[src/rtl/tpu_pkg.sv]
// Shared TPU definitions: drain FSM states, default result width and the
// tag-width helper used for row/column tag ports.
package tpu_pkg;

    localparam int DRAIN_DATA_W = 8;

    typedef enum logic [2:0] {
        S_IDLE,
        S_LOAD,
        S_SEND,
        S_SHIFT,
        S_DONE
    } drain_state_e;

    // Tag width for an index range of n entries; never narrower than 1 bit.
    function automatic int clog2_min1(input int n);
        return (n <= 2) ? 1 : $clog2(n);
    endfunction

endpackage

[src/rtl/systolic_drain.sv]
// systolic_drain: reads results out of the PE grid after a compute pass.
// Each column step captures the tail byte of every row chain, streams the
// bytes out with row/column tags, then pulses chain_en once to shift the
// chains. COLS shifts empty the grid (chain heads feed zeros).
// Optional build macro SYSTOLIC_DRAIN_RELU_EN: negative captured bytes are
// stored as zero; timing and tags are unchanged.
module systolic_drain
    import tpu_pkg::*;
#(
    parameter  int ROWS   = 4,
    parameter  int COLS   = 4,
    parameter  int DATA_W = DRAIN_DATA_W,
    localparam int RW     = clog2_min1(ROWS),
    localparam int CW     = clog2_min1(COLS)
) (
    input  logic                   clk,
    input  logic                   rst_n,
    input  logic                   start,
    input  logic [ROWS*DATA_W-1:0] chain_tail,
    output logic                   chain_en,
    output logic                   out_valid,
    input  logic                   out_ready,
    output logic [DATA_W-1:0]      out_data,
    output logic [RW-1:0]          out_row,
    output logic [CW-1:0]          out_col,
    output logic                   out_last,
    output logic                   busy,
    output logic                   done
);

    localparam logic [RW-1:0] ROW_MAX = RW'(ROWS - 1);
    localparam logic [CW-1:0] COL_MAX = CW'(COLS - 1);

    drain_state_e                   state;
    logic [RW-1:0]                  row_cnt;
    logic [CW-1:0]                  col_cnt;
    logic [ROWS-1:0][DATA_W-1:0]    cap_buf;

    logic          last_row;
    logic          last_col;
    logic [RW-1:0] row_nxt;
    logic [CW-1:0] col_tag;

    // Byte conditioning applied when the chain tails are captured.
    function automatic logic [DATA_W-1:0] relu(input logic [DATA_W-1:0] b);
`ifdef SYSTOLIC_DRAIN_RELU_EN
        return b[DATA_W-1] ? '0 : b;
`else
        return b;
`endif
    endfunction

    assign last_row = (row_cnt == ROW_MAX);
    assign last_col = (col_cnt == COL_MAX);
    assign row_nxt  = row_cnt + RW'(1);
    // First shift exposes the far column, so tags count down.
    assign col_tag  = COL_MAX - col_cnt;
    assign busy     = (state != S_IDLE);

    // Drain FSM: capture, stream ROWS bytes, shift, repeat COLS times.
    always_ff @(posedge clk) begin
        if (!rst_n) begin
            state     <= S_IDLE;
            row_cnt   <= '0;
            col_cnt   <= '0;
            cap_buf   <= '0;
            chain_en  <= 1'b0;
            out_valid <= 1'b0;
            out_last  <= 1'b0;
            out_data  <= '0;
            out_row   <= '0;
            out_col   <= '0;
            done      <= 1'b0;
        end else begin
            chain_en <= 1'b0;
            done     <= 1'b0;
            case (state)
                S_IDLE: begin
                    if (start) begin
                        col_cnt <= '0;
                        state   <= S_LOAD;
                    end
                end
                S_LOAD: begin
                    for (int r = 0; r < ROWS; r++)
                        cap_buf[r] <= relu(chain_tail[r*DATA_W +: DATA_W]);
                    row_cnt   <= '0;
                    out_valid <= 1'b1;
                    out_data  <= relu(chain_tail[DATA_W-1:0]);
                    out_row   <= '0;
                    out_col   <= col_tag;
                    out_last  <= (ROWS == 1) && last_col;
                    state     <= S_SEND;
                end
                S_SEND: begin
                    if (out_ready) begin
                        if (last_row) begin
                            // chain_en only after the last byte is taken
                            out_valid <= 1'b0;
                            out_last  <= 1'b0;
                            chain_en  <= 1'b1;
                            state     <= S_SHIFT;
                        end else begin
                            row_cnt  <= row_nxt;
                            out_data <= cap_buf[row_nxt];
                            out_row  <= row_nxt;
                            out_last <= (row_nxt == ROW_MAX) && last_col;
                        end
                    end
                end
                S_SHIFT: begin
                    if (last_col) begin
                        done  <= 1'b1;
                        state <= S_DONE;
                    end else begin
                        col_cnt <= col_cnt + CW'(1);
                        state   <= S_LOAD;
                    end
                end
                S_DONE: begin
                    state <= S_IDLE;
                end
                default: begin
                    state <= S_IDLE;
                end
            endcase
        end
    end

endmodule

[config.mk]
export PLATFORM = sky130hd
export DESIGN_NAME = systolic_drain
export DESIGN_NICKNAME = d
export VERILOG_FILES = /design/src/rtl/tpu_pkg.sv /design/src/rtl/systolic_drain.sv
export SDC_FILE = /design/constraint.sdc
export NUM_CORES = 1
export LEC_CHECK = 0
export ABC_AREA = 1
export CORE_AREA = 10 10 89 83
export CTS_CLUSTER_DIAMETER = 150
export DETAILED_ROUTE_END_ITERATION = 8
export DIE_AREA = 0 0 99 93
export PLACE_DENSITY = 0.73
export REMOVE_ABC_BUFFERS = 1
export SETUP_SLACK_MARGIN = 0.4
export SLEW_MARGIN = 20
export SYNTH_ARGS = -nofsm -noshare
export SYNTH_HDL_FRONTEND = slang
export SYNTH_SLANG_ARGS = --single-unit
[constraint.sdc]
create_clock -name clk -period 1.64 [get_ports clk]
set_clock_uncertainty 0.05 [all_clocks]
set_input_delay 0.328 -clock clk [delete_from_list [all_inputs] [get_ports clk]]
set_output_delay 0.328 -clock clk [all_outputs]
set_load 0.01 [all_outputs]
==> impl_table.tex, run 1 <==
\begin{tabular}{lr}
\hline
Metric & Value \\
\hline
\multicolumn{2}{l}{\textbf{Finish}} \\
Layout overhead on the synthesized area & 57.7\% \\
Ratio of cells with drive above 1 in the final layout & 0.328 \\
Non-filler instance count after layout & 506 \\
Final core occ & 0.686 \\
Leading cell types in the layout, fill and taps excluded & 76 x sky130\_fd\_sc\_hd\_\_nor2\_1, 59 x sky130\_fd\_sc\_hd\_\_nand2\_1, 38 x sky130\_fd\_sc\_hd\_\_dfxtp\_1, 34 x sky130\_fd\_sc\_hd\_\_clkdlybuf4s50\_1, 24 x sky130\_fd\_sc\_hd\_\_inv\_1 \\
Antenna diode count & 0 \\
Count of nets after finishing & approximately 470 \\
Leading cell type in the layout, fill and taps excluded & sky130\_fd\_sc\_hd\_\_nor2\_1 \\
\multicolumn{2}{l}{\textbf{Worst setup path}} \\
Worst-path maximum fanout & 4 \\
Data required time at the worst endpoint & 1.82 ns \\
Critical Path Most Common Cell & sky130\_fd\_sc\_hd\_\_buf\_12 \\
Critical-path cell with the highest stage delay & sky130\_fd\_sc\_hd\_\_dfxtp\_2 \\
Delay of the slowest critical-path stage & 0.34 ns \\
Data arrival time of the critical path & roughly 1.7 ns \\
Critical setup path kind & reg -> reg \\
Slack of the worst reg-to-reg path & 0.16 ns \\
Startpoint class of the critical path & flip-flop \\
Startpoint of the worst-slack reg-to-reg timing path & row\_cnt[0]\$\_SDFFE\_PN0P\_ \\
Cells along the critical path & buf\_6, buf\_12, ha\_4, buf\_12, nor2\_4, nand4\_1, a21oi\_1 \\
Register-to-Register Path Depth & 7 \\
Worst reg2reg path endpoint & out\_last\$\_SDFFE\_PN0P\_ \\
CP Capture Type & flip-flop \\
\multicolumn{2}{l}{\textbf{Clocking}} \\
TritonCTS buffer count & 5 \\
Insertion delay to the later sink of the worst-skew pair & slightly above 0.3 ns \\
Clock tree root driver cell & sky130\_fd\_sc\_hd\_\_clkbuf\_8 \\
TritonCTS Sinks & 53 \\
Depth of the CTS H-tree & 2 \\
Number of buffers on the longest clock path & 2 \\
Clock-pin transition on the worst setup and hold timing paths & around 0.10 ns \\
Clock tree from TritonCTS & done \\
\multicolumn{2}{l}{\textbf{Timing}} \\
RSZ-0062 raised after global routing & yes \\
Count of endpoints failing setup in the final report & 0 \\
Highest clock frequency the design can meet & 0.676 GHz \\
Final critical delay including setup and external delays & 1.48 ns \\
Final number of max-transition violations & 0 \\
Max\_slew headroom & 0.732 \\
Worst slew pin tran & roughly 0.40 ns \\
Total Neg Setup Slack & 0 ns \\
Final Hold Vio Count & 0 \\
Final Cycle Share & 0.902 \\
\multicolumn{2}{l}{\textbf{Hold path}} \\
Endpoint with the worst hold slack & out\_col[0]\$\_SDFFE\_PN0P\_ \\
Class of the worst hold path & in -> reg \\
Worst hold stages & 3 \\
Worst min-delay path startpoint & rst\_n \\
\multicolumn{2}{l}{\textbf{Floorplan}} \\
Row count & 26 \\
Overall die width & 99 um \\
Die height & between 90 and 100 um \\
Die ar. & $\sim$9200 um\^{}2 \\
Initial Util & 0.435 \\
Top-level port count & 53 \\
Area of the core & roughly 5600 um\^{}2 \\
\multicolumn{2}{l}{\textbf{Power and ir drop}} \\
Static power due to leakage & roughly 0.0016 uW \\
Post-route total power & 4480 uW \\
Maximum vdd drop & around 0.62 mV \\
Power density of the placed cells & around 1200 nW/um\^{}2 \\
\multicolumn{2}{l}{\textbf{Global route}} \\
Number of antenna violations at the first check in global routing & 0 \\
Residual overflow from global routing & 0 \\
Total Routing Usage GR & 0.151 \\
Largest net degree at the start of global routing & 27 \\
Vias in the first global route & around 2400 \\
Global-route track usage on met1 & 0.188 \\
Wire length of the first global-routing pass & 11600 um \\
Met2 track demand over resource & 0.247 \\
Most heavily used metal layer in global routing & met2 \\
Met3 Use GR & 0.0361 \\
\multicolumn{2}{l}{\textbf{Synthesis}} \\
Cell area after synthesis & between 2000 and 2500 um\^{}2 \\
Share of async-settable or async-resettable flops after synthesis & 0 \\
Syn Area/Cell & 6.82 um\^{}2 \\
Count of different cell masters after synthesis & 26 \\
Sequential element share of the synthesized area & 0.438 \\
Synth Instances & $\sim$360 \\
EDFF count, synth & 0 \\
Register bit total from synthesis & 53 \\
Number of synthesis warnings & 0 \\
Most used flip-flop cell after synthesis & sky130\_fd\_sc\_hd\_\_dfxtp\_1 \\
\multicolumn{2}{l}{\textbf{Routing}} \\
Vias/cell & 5.25 \\
Number of iterations in the first detailed-routing pass & 5 \\
Number of routed nets with antenna violations & 0 \\
Wire length after detailed routing & $\sim$8600 um \\
Vias post-DR & $\sim$2700 \\
DR DRC count & 0 \\
Violation count after the first detailed-routing iteration & a little under 200 \\
Routed WL per cell & 17.0 um \\
\multicolumn{2}{l}{\textbf{Place}} \\
Number of buffers inserted by port buffering & 52 \\
Placed Instances & 473 \\
Detailed-placement wirelength estimate & between 4000 and 5000 um \\
Global placer's final weighted congestion & $\sim$0.84 \\
\multicolumn{2}{l}{\textbf{Outcome}} \\
Run status & completed \\
\multicolumn{2}{l}{\textbf{Run}} \\
Number of violations of the max-capacitance limit & 0 \\
\hline
\end{tabular}
[report_power, final]
part	switching, uW	internal [uW]	leakage [uW]
clock network	458	302	0.0000374
logic	1140	877	0.00117
registers	152	1550	0.000442
total	1750	2730	0.00165
[registers in the layout (all words and copies together) (netlist names)]
register	count
state	3
cap_buf	32
out_data	8
row_cnt	2
out_valid	1
out_col	2
col_cnt	2
chain_en	1
out_last	1
done	1
[how the worst max path moves through the flow]
stage | start | endpoint | cells past startpoint
after floorplan | row_cnt[0]$_SDFFE_PN0P_ | out_data[0]$_SDFFE_PN0P_ | 8
after global placement | row_cnt[0]$_SDFFE_PN0P_ | out_data[6]$_SDFFE_PN0P_ | 8
after detailed placement | out_ready | out_data[5]$_SDFFE_PN0P_ | 7
after CTS | row_cnt[0]$_SDFFE_PN0P_ | out_row[0] | 2
after global routing | row_cnt[0]$_SDFFE_PN0P_ | out_data[2]$_SDFFE_PN0P_ | 8
final | row_cnt[0]$_SDFFE_PN0P_ | out_last$_SDFFE_PN0P_ | 7
[area by class of cell]
class / count / area [um^2]
timing repair inverter: 4 / 48.8
inverter: 30 / 141
fill: 423 / 1750
clock buffer: 6 / 72.6
timing repair buffer: 84 / 893
sequential: 53 / 1080
multi-input combinational: 257 / 1480
clock inverter: 2 / 15.0
tap: 70 / 87.6
[critical path: cells and delay by family (launching register included)]
kind            cells  cell delay, ns
flops               1            0.34
simple gates        2            0.28
buf+inv             3            0.36
compound gates      1            0.20
fa+ha+maj           1            0.17
[cells in the mapped netlist (3+ instances only)]
cell | number | area (um^2)
sky130_fd_sc_hd__inv_1 | 27 | 101
sky130_fd_sc_hd__nor2_1 | 89 | 334
sky130_fd_sc_hd__buf_2 | 6 | 30.0
sky130_fd_sc_hd__a21oi_1 | 18 | 90.1
sky130_fd_sc_hd__ha_1 | 3 | 37.5
sky130_fd_sc_hd__nand2_1 | 68 | 255
sky130_fd_sc_hd__dfxtp_1 | 53 | 1060
sky130_fd_sc_hd__o21ai_0 | 40 | 200
sky130_fd_sc_hd__buf_4 | 3 | 22.5
sky130_fd_sc_hd__nand3_1 | 24 | 120
sky130_fd_sc_hd__buf_6 | 3 | 33.8
[through the flow]
stage          instance area, um^2  setup slack, ns  hold slack (ns)
5_1_grt                       3820            0.141            0.393
3_5_place_dp                  3020           0.0525            0.394
2_1_floorplan                 2300           -0.323            0.374
3_3_place_gp                  3020           0.0822            0.386
4_1_cts                       3290            0.258            0.408
6_report                      3820            0.160            0.381
[cell families after synthesis]
| family | Yosys count | share of synthesized area |
|---|---|---|
| simple gates | 191 | 0.323 |
| compound gates | 60 | 0.126 |
| flops | 53 | 0.438 |
| buf+inv | 48 | 0.0977 |
| fa+ha+maj | 3 | 0.0155 |
[routing by layer]
layer  vias up  routed length [um]
met5         -                   0
met4         0                 209
met3        21                 620
met2       127                4220
met1      1213                3540
li1       1297                   -
[what timing repair did]
action                                  CTS  global route
buffers inserted                          6             7
pin swaps                                 2            20
resized for setup                       118           112
cloned                                    4             8
hold buffers                              0             0
endpoints found under the setup margin   57            56
No activity file was read; power rests on OpenSTA's default activity.
==> inputs of run 2 (changes only) <==
PLACE_DENSITY = 0.82   (was 0.73)
SLEW_MARGIN = not set   (was 20)
==> run 2 against run 1 <==
Non-clock buffer count shrank 2. Routed wire length shrank 1.1%. Register-to-register slack lost 0.04 ns. Total power shrank 1.5%. Critical path depth grew 1. Clock-buffer cell count grew 1. Sequential cell count is the same. Combinational power shrank 11%. Sequential power is essentially flat. Clock power grew 22%. Setup slack lost 0.041 ns. Largest cell class unchanged.
==> impl_table.tex, run 2 (same netlist as run 1, synthesis figures left out) <==
\begin{tabular}{lr}
\hline
Metric & Value \\
\hline
\multicolumn{2}{l}{\textbf{Floorplan}} \\
Row count & 26 (unchanged) \\
Overall die width & 99 um (unchanged) \\
Initial Util & 0.435 (unchanged) \\
Area of the core & 5560 um\^{}2 (unchanged) \\
Die height & 93 um (unchanged) \\
Die ar. & 9210 um\^{}2 (unchanged) \\
Top-level port count & 53 (unchanged) \\
\multicolumn{2}{l}{\textbf{Finish}} \\
Ratio of cells with drive above 1 in the final layout & 0.263 (-0.0652) \\
Leading cell types in the layout, fill and taps excluded & 76 x sky130\_fd\_sc\_hd\_\_nor2\_1, 61 x sky130\_fd\_sc\_hd\_\_nand2\_1, 40 x sky130\_fd\_sc\_hd\_\_dfxtp\_1, 35 x sky130\_fd\_sc\_hd\_\_clkdlybuf4s50\_1, 26 x sky130\_fd\_sc\_hd\_\_o21ai\_1 \\
Antenna diode count & 0 (unchanged) \\
Leading cell type in the layout, fill and taps excluded & sky130\_fd\_sc\_hd\_\_nor2\_1 \\
Max reg flops & 32 (unchanged) \\
Layout overhead on the synthesized area & 47.4\% \\
Final instance area & 3570 um\^{}2 (-6.5\%) \\
Register ranked first by flip-flop count & cap\_buf \\
Biggest registers after layout & cap\_buf: 32 flops, out\_data: 8 flops, state: 3 flops \\
Non-filler instance count after layout & 500 (-1.2\%) \\
Count of nets after finishing & 468 (-1.3\%) \\
Fillcell total & 451 (+6.6\%) \\
\multicolumn{2}{l}{\textbf{Clocking}} \\
Insertion delay to the later sink of the worst-skew pair & 0.31 ns (about the same) \\
Clock tree from TritonCTS & done \\
TritonCTS Sinks & 53 (unchanged) \\
Depth of the CTS H-tree & 2 (unchanged) \\
Number of buffers on the longest clock path & 2 (unchanged) \\
TritonCTS buffer count & 5 (unchanged) \\
Clock-pin transition on the worst setup and hold timing paths & 0.09 ns (about the same) \\
Clock tree root driver cell & sky130\_fd\_sc\_hd\_\_clkbuf\_8 \\
\multicolumn{2}{l}{\textbf{Worst setup path}} \\
Cells along the critical path & buf\_6, buf\_12, ha\_4, nand4\_4, buf\_6, nand3\_1, nor2\_1, nor2\_1 \\
Worst-path maximum fanout & 7 (+3) \\
CP Capture Type & flip-flop \\
Startpoint class of the critical path & flip-flop \\
Delay of the slowest critical-path stage & 0.34 ns (about the same) \\
Critical-path cell with the highest stage delay & sky130\_fd\_sc\_hd\_\_dfxtp\_2 \\
Worst path buffer plus inverter count & 3 (unchanged) \\
Critical setup path kind & reg -> reg \\
Data required time at the worst endpoint & 1.79 ns (-0.03 ns) \\
Top cell family by delay on the critical path & simple AND/OR/NAND/NOR gates \\
Data arrival time of the critical path & 1.67 ns (about the same) \\
\multicolumn{2}{l}{\textbf{Timing}} \\
Final Cycle Share & 0.927 (+0.0250) \\
Max\_slew headroom & 0.800 (+0.0686) \\
Final critical delay including setup and external delays & 1.52 ns (+0.0411 ns) \\
Final number of max-transition violations & 0 (unchanged) \\
RSZ-0062 raised after global routing & yes \\
Highest clock frequency the design can meet & 0.657 GHz (-2.7\%) \\
Final Hold Vio Count & 0 (unchanged) \\
Count of endpoints failing setup in the final report & 0 (unchanged) \\
Worst slew pin tran & 0.299 ns (-0.103 ns) \\
\multicolumn{2}{l}{\textbf{Global route}} \\
Wire length of the first global-routing pass & 11300 um (-2.1\%) \\
Vias in the first global route & 2400 (-0.83\%) \\
Residual overflow from global routing & 0 (unchanged) \\
Total Routing Usage GR & 0.148 (-0.00367) \\
Number of antenna violations at the first check in global routing & 0 (unchanged) \\
Largest net degree at the start of global routing & 46 (+70\%) \\
\multicolumn{2}{l}{\textbf{Hold path}} \\
Class of the worst hold path & reg -> reg \\
\multicolumn{2}{l}{\textbf{Power and ir drop}} \\
Power density of the placed cells & 1240 nW/um\^{}2 (+5.4\%) \\
Clock power frac & 0.210 (+0.040) \\
Internal Power & 2790 uW (+2.4\%) \\
Power dissipated by switching net loads & 1620 uW (-7.5\%) \\
Static power due to leakage & 0.00156 uW (-5.1\%) \\
Maximum vdd drop & 0.698 mV (+13\%) \\
Combinational fraction of design power & 0.406 (-0.045) \\
Sequential power share & 0.384 (+0.004) \\
Sw Share & 0.367 (-0.0237) \\
\multicolumn{2}{l}{\textbf{Place}} \\
Global placer's final weighted congestion & 0.838 (+0.16\%) \\
Detailed-placement wirelength estimate & 4620 um (+5.7\%) \\
Placed Instances & 473 (unchanged) \\
Placed Instance Area & 3020 um\^{}2 (unchanged) \\
Number of buffers inserted by port buffering & 52 (unchanged) \\
\multicolumn{2}{l}{\textbf{Routing}} \\
Wire length after detailed routing & 8500 um (-1.1\%) \\
Number of routed nets with antenna violations & 0 (unchanged) \\
Vias post-DR & 2680 (+0.83\%) \\
Number of iterations in the first detailed-routing pass & 8 (+3) \\
Routed WL per cell & 17.0 um (about the same) \\
DR DRC count & 0 (unchanged) \\
Violation count after the first detailed-routing iteration & 292 (+47\%) \\
Vias/cell & 5.36 (+2.0\%) \\
\multicolumn{2}{l}{\textbf{Run}} \\
Number of violations of the max-capacitance limit & 0 (unchanged) \\
\multicolumn{2}{l}{\textbf{Outcome}} \\
Run status & completed \\
\hline
\end{tabular}
## run 2: cell type report
cell class	count	area (um^2)	area share
Timing Repair inverter	3	36.3	0.0102
Clock inverter	1	30.0	0.00842
Sequential cell	53	1080	0.303
Clock buffer	7	86.3	0.0242
Multi-Input combinational cell	254	1340	0.374
Tap cell	70	87.6	0.0246
Inverter	30	133	0.0372
Timing Repair Buffer	82	777	0.218
## run 2: through the flow
stage | util | total power, uW | worst slack, ns | hold WS [ns] | setup TNS [ns]
after global routing | 0.641 | 4670 | 0.0765 | 0.432 | 0
after floorplan | - | 2420 | -0.323 | 0.374 | -2.69
after CTS | 0.582 | 3910 | 0.246 | 0.403 | 0
final | 0.641 | 4410 | 0.119 | 0.408 | 0
after detailed placement | 0.544 | 2980 | 0.0248 | 0.391 | 0
after global placement | 0.544 | 2930 | 0.0853 | 0.384 | 0
## run 2: worst paths after layout
check	from	end	slack, ns	cells past startpoint
worst min register to register	cap_buf[30]$_SDFFE_PN0P_	cap_buf[30]$_SDFFE_PN0P_	0.41	2
worst min-delay path	cap_buf[30]$_SDFFE_PN0P_	cap_buf[30]$_SDFFE_PN0P_	0.41	2
worst max register to register	row_cnt[0]$_SDFFE_PN0P_	out_data[6]$_SDFFE_PN0P_	0.12	8
worst max-delay path	row_cnt[0]$_SDFFE_PN0P_	out_data[6]$_SDFFE_PN0P_	0.12	8
## run 2: power groups by stage
stage / clock network, uW / logic [uW] / registers (uW)
detailed placement: 0 / 1290 / 1690
floorplan: 0 / 710 / 1710
CTS: 922 / 1320 / 1670
finish: 925 / 1790 / 1700
global route: 990 / 1960 / 1720
global placement: 0 / 1250 / 1680
## run 2: repair_timing
action / in CTS / in global routing
hold buffers: 0 / 0
buffers inserted: 5 / 11
setup endpoints to repair: 67 / 54
resized for setup: 95 / 94
cloned: 0 / 3
pin swaps: 7 / 13
## run 2: metal layers
metal  wire, um  GRT usage  vias up  part of all wire
met5          0          0        -                 0
met4        367     0.0632        0             0.043
met3        646     0.0324       40             0.076
met2       4260      0.255      145              0.50
met1       3230      0.172     1217              0.38
li1           -          -     1278                 -
## run 2: tightest hold or removal path, cell delays in order (launching register included)
cell	delay (ns)
sky130_fd_sc_hd__dfxtp_1	0.31
sky130_fd_sc_hd__inv_1	0.06
sky130_fd_sc_hd__a21oi_1	0.05
==> inputs of run 3 (changes only) <==
CORE_AREA = 10 10 82 77   (was 10 10 89 83)
DIE_AREA = 0 0 92 87   (was 0 0 99 93)
PLACE_DENSITY = 0.91   (was 0.82)
clock period = 1.8 ns   (was 1.64 ns; I/O delays follow)
==> run 3 against run 2 <==
First-iteration DRC count up 14%. Register-to-register slack better by 0.25 ns. Die area down 13%. Non-clock buffer count down 13. Combinational power down 25%. Final cell count down 3.8%. Core utilization up 6.5 points. Total power down 20%. Worst hold slack worse by 0.0073 ns. Global-route usage up 1.1 points. Largest cell class unchanged.
==> impl_table.tex, run 3 (same netlist as run 1, synthesis figures left out) <==
\begin{tabular}{lr}
\hline
Metric & Value \\
\hline
\multicolumn{2}{l}{\textbf{Outcome}} \\
Run status & completed \\
\multicolumn{2}{l}{\textbf{Routing}} \\
Wire length after detailed routing & 7630 um (-10\%) \\
Number of routed nets with antenna violations & 0 (unchanged) \\
Violation count after the first detailed-routing iteration & 334 (+14\%) \\
Number of iterations in the first detailed-routing pass & 6 (-2) \\
Routed WL per cell & 15.9 um (-6.7\%) \\
DR DRC count & 0 (unchanged) \\
Vias/cell & 5.39 (+0.58\%) \\
Vias post-DR & 2593 (-3.2\%) \\
\multicolumn{2}{l}{\textbf{Clocking}} \\
Clock-pin transition on the worst setup and hold timing paths & 0.10 ns (about the same) \\
Depth of the CTS H-tree & 2 (unchanged) \\
TritonCTS Sinks & 53 (unchanged) \\
Clock tree from TritonCTS & done \\
Insertion delay to the later sink of the worst-skew pair & 0.31 ns (about the same) \\
Clock tree root driver cell & sky130\_fd\_sc\_hd\_\_clkbuf\_8 \\
TritonCTS buffer count & 5 (unchanged) \\
Number of buffers on the longest clock path & 2 (unchanged) \\
\multicolumn{2}{l}{\textbf{Global route}} \\
Vias in the first global route & 2351 (-2.0\%) \\
Largest net degree at the start of global routing & 27 (-41\%) \\
Residual overflow from global routing & 0 (unchanged) \\
Number of antenna violations at the first check in global routing & 0 (unchanged) \\
Wire length of the first global-routing pass & 10400 um (-7.8\%) \\
Total Routing Usage GR & 0.159 (+0.0114) \\
\multicolumn{2}{l}{\textbf{Timing}} \\
Highest clock frequency the design can meet & 0.674 GHz \\
Final Cycle Share & 0.824 \\
Worst setup margin & 0.317 ns (+0.198 ns) \\
Count of endpoints failing setup in the final report & 0 (unchanged) \\
Worst slew pin tran & 0.409 ns (+0.110 ns) \\
RSZ-0062 raised after global routing & yes \\
Final Hold Vio Count & 0 (unchanged) \\
Total Neg Setup Slack & 0 ns (unchanged) \\
Final critical delay including setup and external delays & about 1.5 ns \\
Final number of max-transition violations & 0 (unchanged) \\
Max\_slew headroom & 0.727 (-0.0733) \\
\multicolumn{2}{l}{\textbf{Run}} \\
Number of violations of the max-capacitance limit & 0 (unchanged) \\
\multicolumn{2}{l}{\textbf{Finish}} \\
Register ranked first by flip-flop count & cap\_buf \\
Count of nets after finishing & 454 (-3.0\%) \\
Leading cell types in the layout, fill and taps excluded & 88 x sky130\_fd\_sc\_hd\_\_nor2\_1, 64 x sky130\_fd\_sc\_hd\_\_nand2\_1, 48 x sky130\_fd\_sc\_hd\_\_dfxtp\_1, 34 x sky130\_fd\_sc\_hd\_\_clkdlybuf4s50\_1, 29 x sky130\_fd\_sc\_hd\_\_o21ai\_0 \\
Final instance area & 3310 um\^{}2 (-7.3\%) \\
Layout overhead on the synthesized area & 36.7\% \\
Ratio of cells with drive above 1 in the final layout & 0.137 (-0.126) \\
Final core occ & 0.706 (+0.0649) \\
Max reg flops & 32 (unchanged) \\
Leading cell type in the layout, fill and taps excluded & sky130\_fd\_sc\_hd\_\_nor2\_1 \\
Biggest registers after layout & cap\_buf: 32 flops, out\_data: 8 flops, state: 3 flops \\
Antenna diode count & 0 (unchanged) \\
\multicolumn{2}{l}{\textbf{Place}} \\
Global placer's final weighted congestion & 0.826 (-1.5\%) \\
Detailed-placement wirelength estimate & 4580 um (-0.73\%) \\
Worst setup timing slack at the placement stage & 0.144 ns (+0.119 ns) \\
Placed Instance Area & 3010 um\^{}2 (-0.54\%) \\
Number of buffers inserted by port buffering & 52 (unchanged) \\
\multicolumn{2}{l}{\textbf{Power and ir drop}} \\
Clock power frac & 0.187 (-0.023) \\
Sw Share & 0.377 (+0.0102) \\
Static power due to leakage & 0.00147 uW (-5.8\%) \\
Maximum vdd drop & 0.496 mV (-29\%) \\
Power density of the placed cells & 1070 nW/um\^{}2 (-13\%) \\
Post-route total power & 3550 uW (-20\%) \\
Sequential power share & 0.432 (+0.048) \\
Combinational fraction of design power & 0.381 (-0.025) \\
Internal Power & 2210 uW (-21\%) \\
Power dissipated by switching net loads & 1340 uW (-17\%) \\
\multicolumn{2}{l}{\textbf{Floorplan}} \\
Die ar. & 8000 um\^{}2 (-13\%) \\
Overall die width & 92 um (-7.1\%) \\
Area of the core & 4680 um\^{}2 (-16\%) \\
Row count & 24 (-7.7\%) \\
Top-level port count & 53 (unchanged) \\
Initial Util & 0.517 (+0.0816) \\
Die height & 87 um (-6.5\%) \\
\multicolumn{2}{l}{\textbf{Worst setup path}} \\
Data required time at the worst endpoint & 1.39 ns (-0.40 ns) \\
Startpoint of the worst-slack reg-to-reg timing path & state[1]\$\_SDFFE\_PN0P\_ \\
CP Capture Type & output pin \\
Worst reg2reg path endpoint & out\_data[7]\$\_SDFFE\_PN0P\_ \\
Startpoint class of the critical path & flip-flop \\
Data arrival time of the critical path & 1.07 ns (-0.60 ns) \\
Register-to-Register Path Depth & 8 (unchanged) \\
Worst-path maximum fanout & 4 (-3) \\
Slack of the worst reg-to-reg path & 0.37 ns (+0.25 ns) \\
Critical setup path kind & reg -> out \\
\multicolumn{2}{l}{\textbf{Hold path}} \\
Endpoint with the worst hold slack & cap\_buf[16]\$\_SDFFE\_PN0P\_ \\
Worst hold stages & 2 (unchanged) \\
Class of the worst hold path & reg -> reg \\
Worst min-delay path startpoint & cap\_buf[16]\$\_SDFFE\_PN0P\_ \\
\hline
\end{tabular}
-- run 3: changes by cell type in the layout (fill, tap and decap cells not counted), sizes merged, moves of 2 or more --
| cell | previous run | this run |
|---|---|---|
| buf | 45 | 18 |
| clkdlybuf4s15 | 0 | 3 |
| dlygate4sd2 | 0 | 11 |
| inv | 31 | 29 |
-- run 3: routing by layer --
metal / GRT usage / share of wire
met4: 0.0826 / 0.034
met3: 0.0431 / 0.071
met5: 0 / 0
met2: 0.281 / 0.51
met1: 0.171 / 0.39
-- run 3: final cells by class --
| type | count | area, um^2 |
|---|---|---|
| multi-input combinational | 256 | 1270 |
| timing repair buffer | 69 | 679 |
| tap | 65 | 81.3 |
| clock inverter | 2 | 10.0 |
| fill | 368 | 1380 |
| inverter | 30 | 124 |
| sequential | 53 | 1070 |
| clock buffer | 6 | 72.6 |
-- run 3: metrics by stage --
stage               hold slack, ns  instances
floorplan                    0.374        337
global placement             0.384        465
detailed placement           0.394        465
CTS                          0.406        475
global route                 0.435        481
finish                       0.400        481
-- run 3: worst max-delay path by stage --
| stage | start | endpoint | slack [ns] | cells past startpoint |
|---|---|---|---|---|
| after floorplan | row_cnt[0]$_SDFFE_PN0P_ | out_data[0]$_SDFFE_PN0P_ | -0.16 | 8 |
| after global placement | out_ready | out_data[3]$_SDFFE_PN0P_ | 0.21 | 7 |
| after detailed placement | rst_n | cap_buf[18]$_SDFFE_PN0P_ | 0.14 | 4 |
| after CTS | state[2]$_SDFFE_PN0P_ | busy | 0.21 | 3 |
| after global routing | state[1]$_SDFFE_PN0P_ | out_data[7]$_SDFFE_PN0P_ | 0.23 | 8 |
| final | state[2]$_SDFFE_PN0P_ | busy | 0.32 | 3 |
-- run 3: worst max-delay path: stages, from the launching register on --
cell and delay (ns):
sky130_fd_sc_hd__dfxtp_4 0.39, sky130_fd_sc_hd__nor2_4 0.15, sky130_fd_sc_hd__nand2_2 0.08, sky130_fd_sc_hd__clkbuf_2 0.14
-- run 3: what timing repair did --
action | in CTS | in global routing
endpoints found under the hold margin | 0 | 0
setup buffers | 2 | 4
cloned | 0 | 2
endpoints found under the setup margin | 36 | 46
hold buffers | 0 | 0
pin swaps | 0 | 9
gates resized for setup | 29 | 51
-- run 3: power groups by stage --
| stage | Combinational [uW] | Sequential, uW | Clock [uW] |
|---|---|---|---|
| after floorplan | 647 | 1560 | 0 |
| after global placement | 1090 | 1540 | 0 |
| after detailed placement | 1140 | 1550 | 0 |
| after CTS | 1120 | 1530 | 656 |
| after global routing | 1490 | 1560 | 721 |
| final | 1350 | 1530 | 665 |
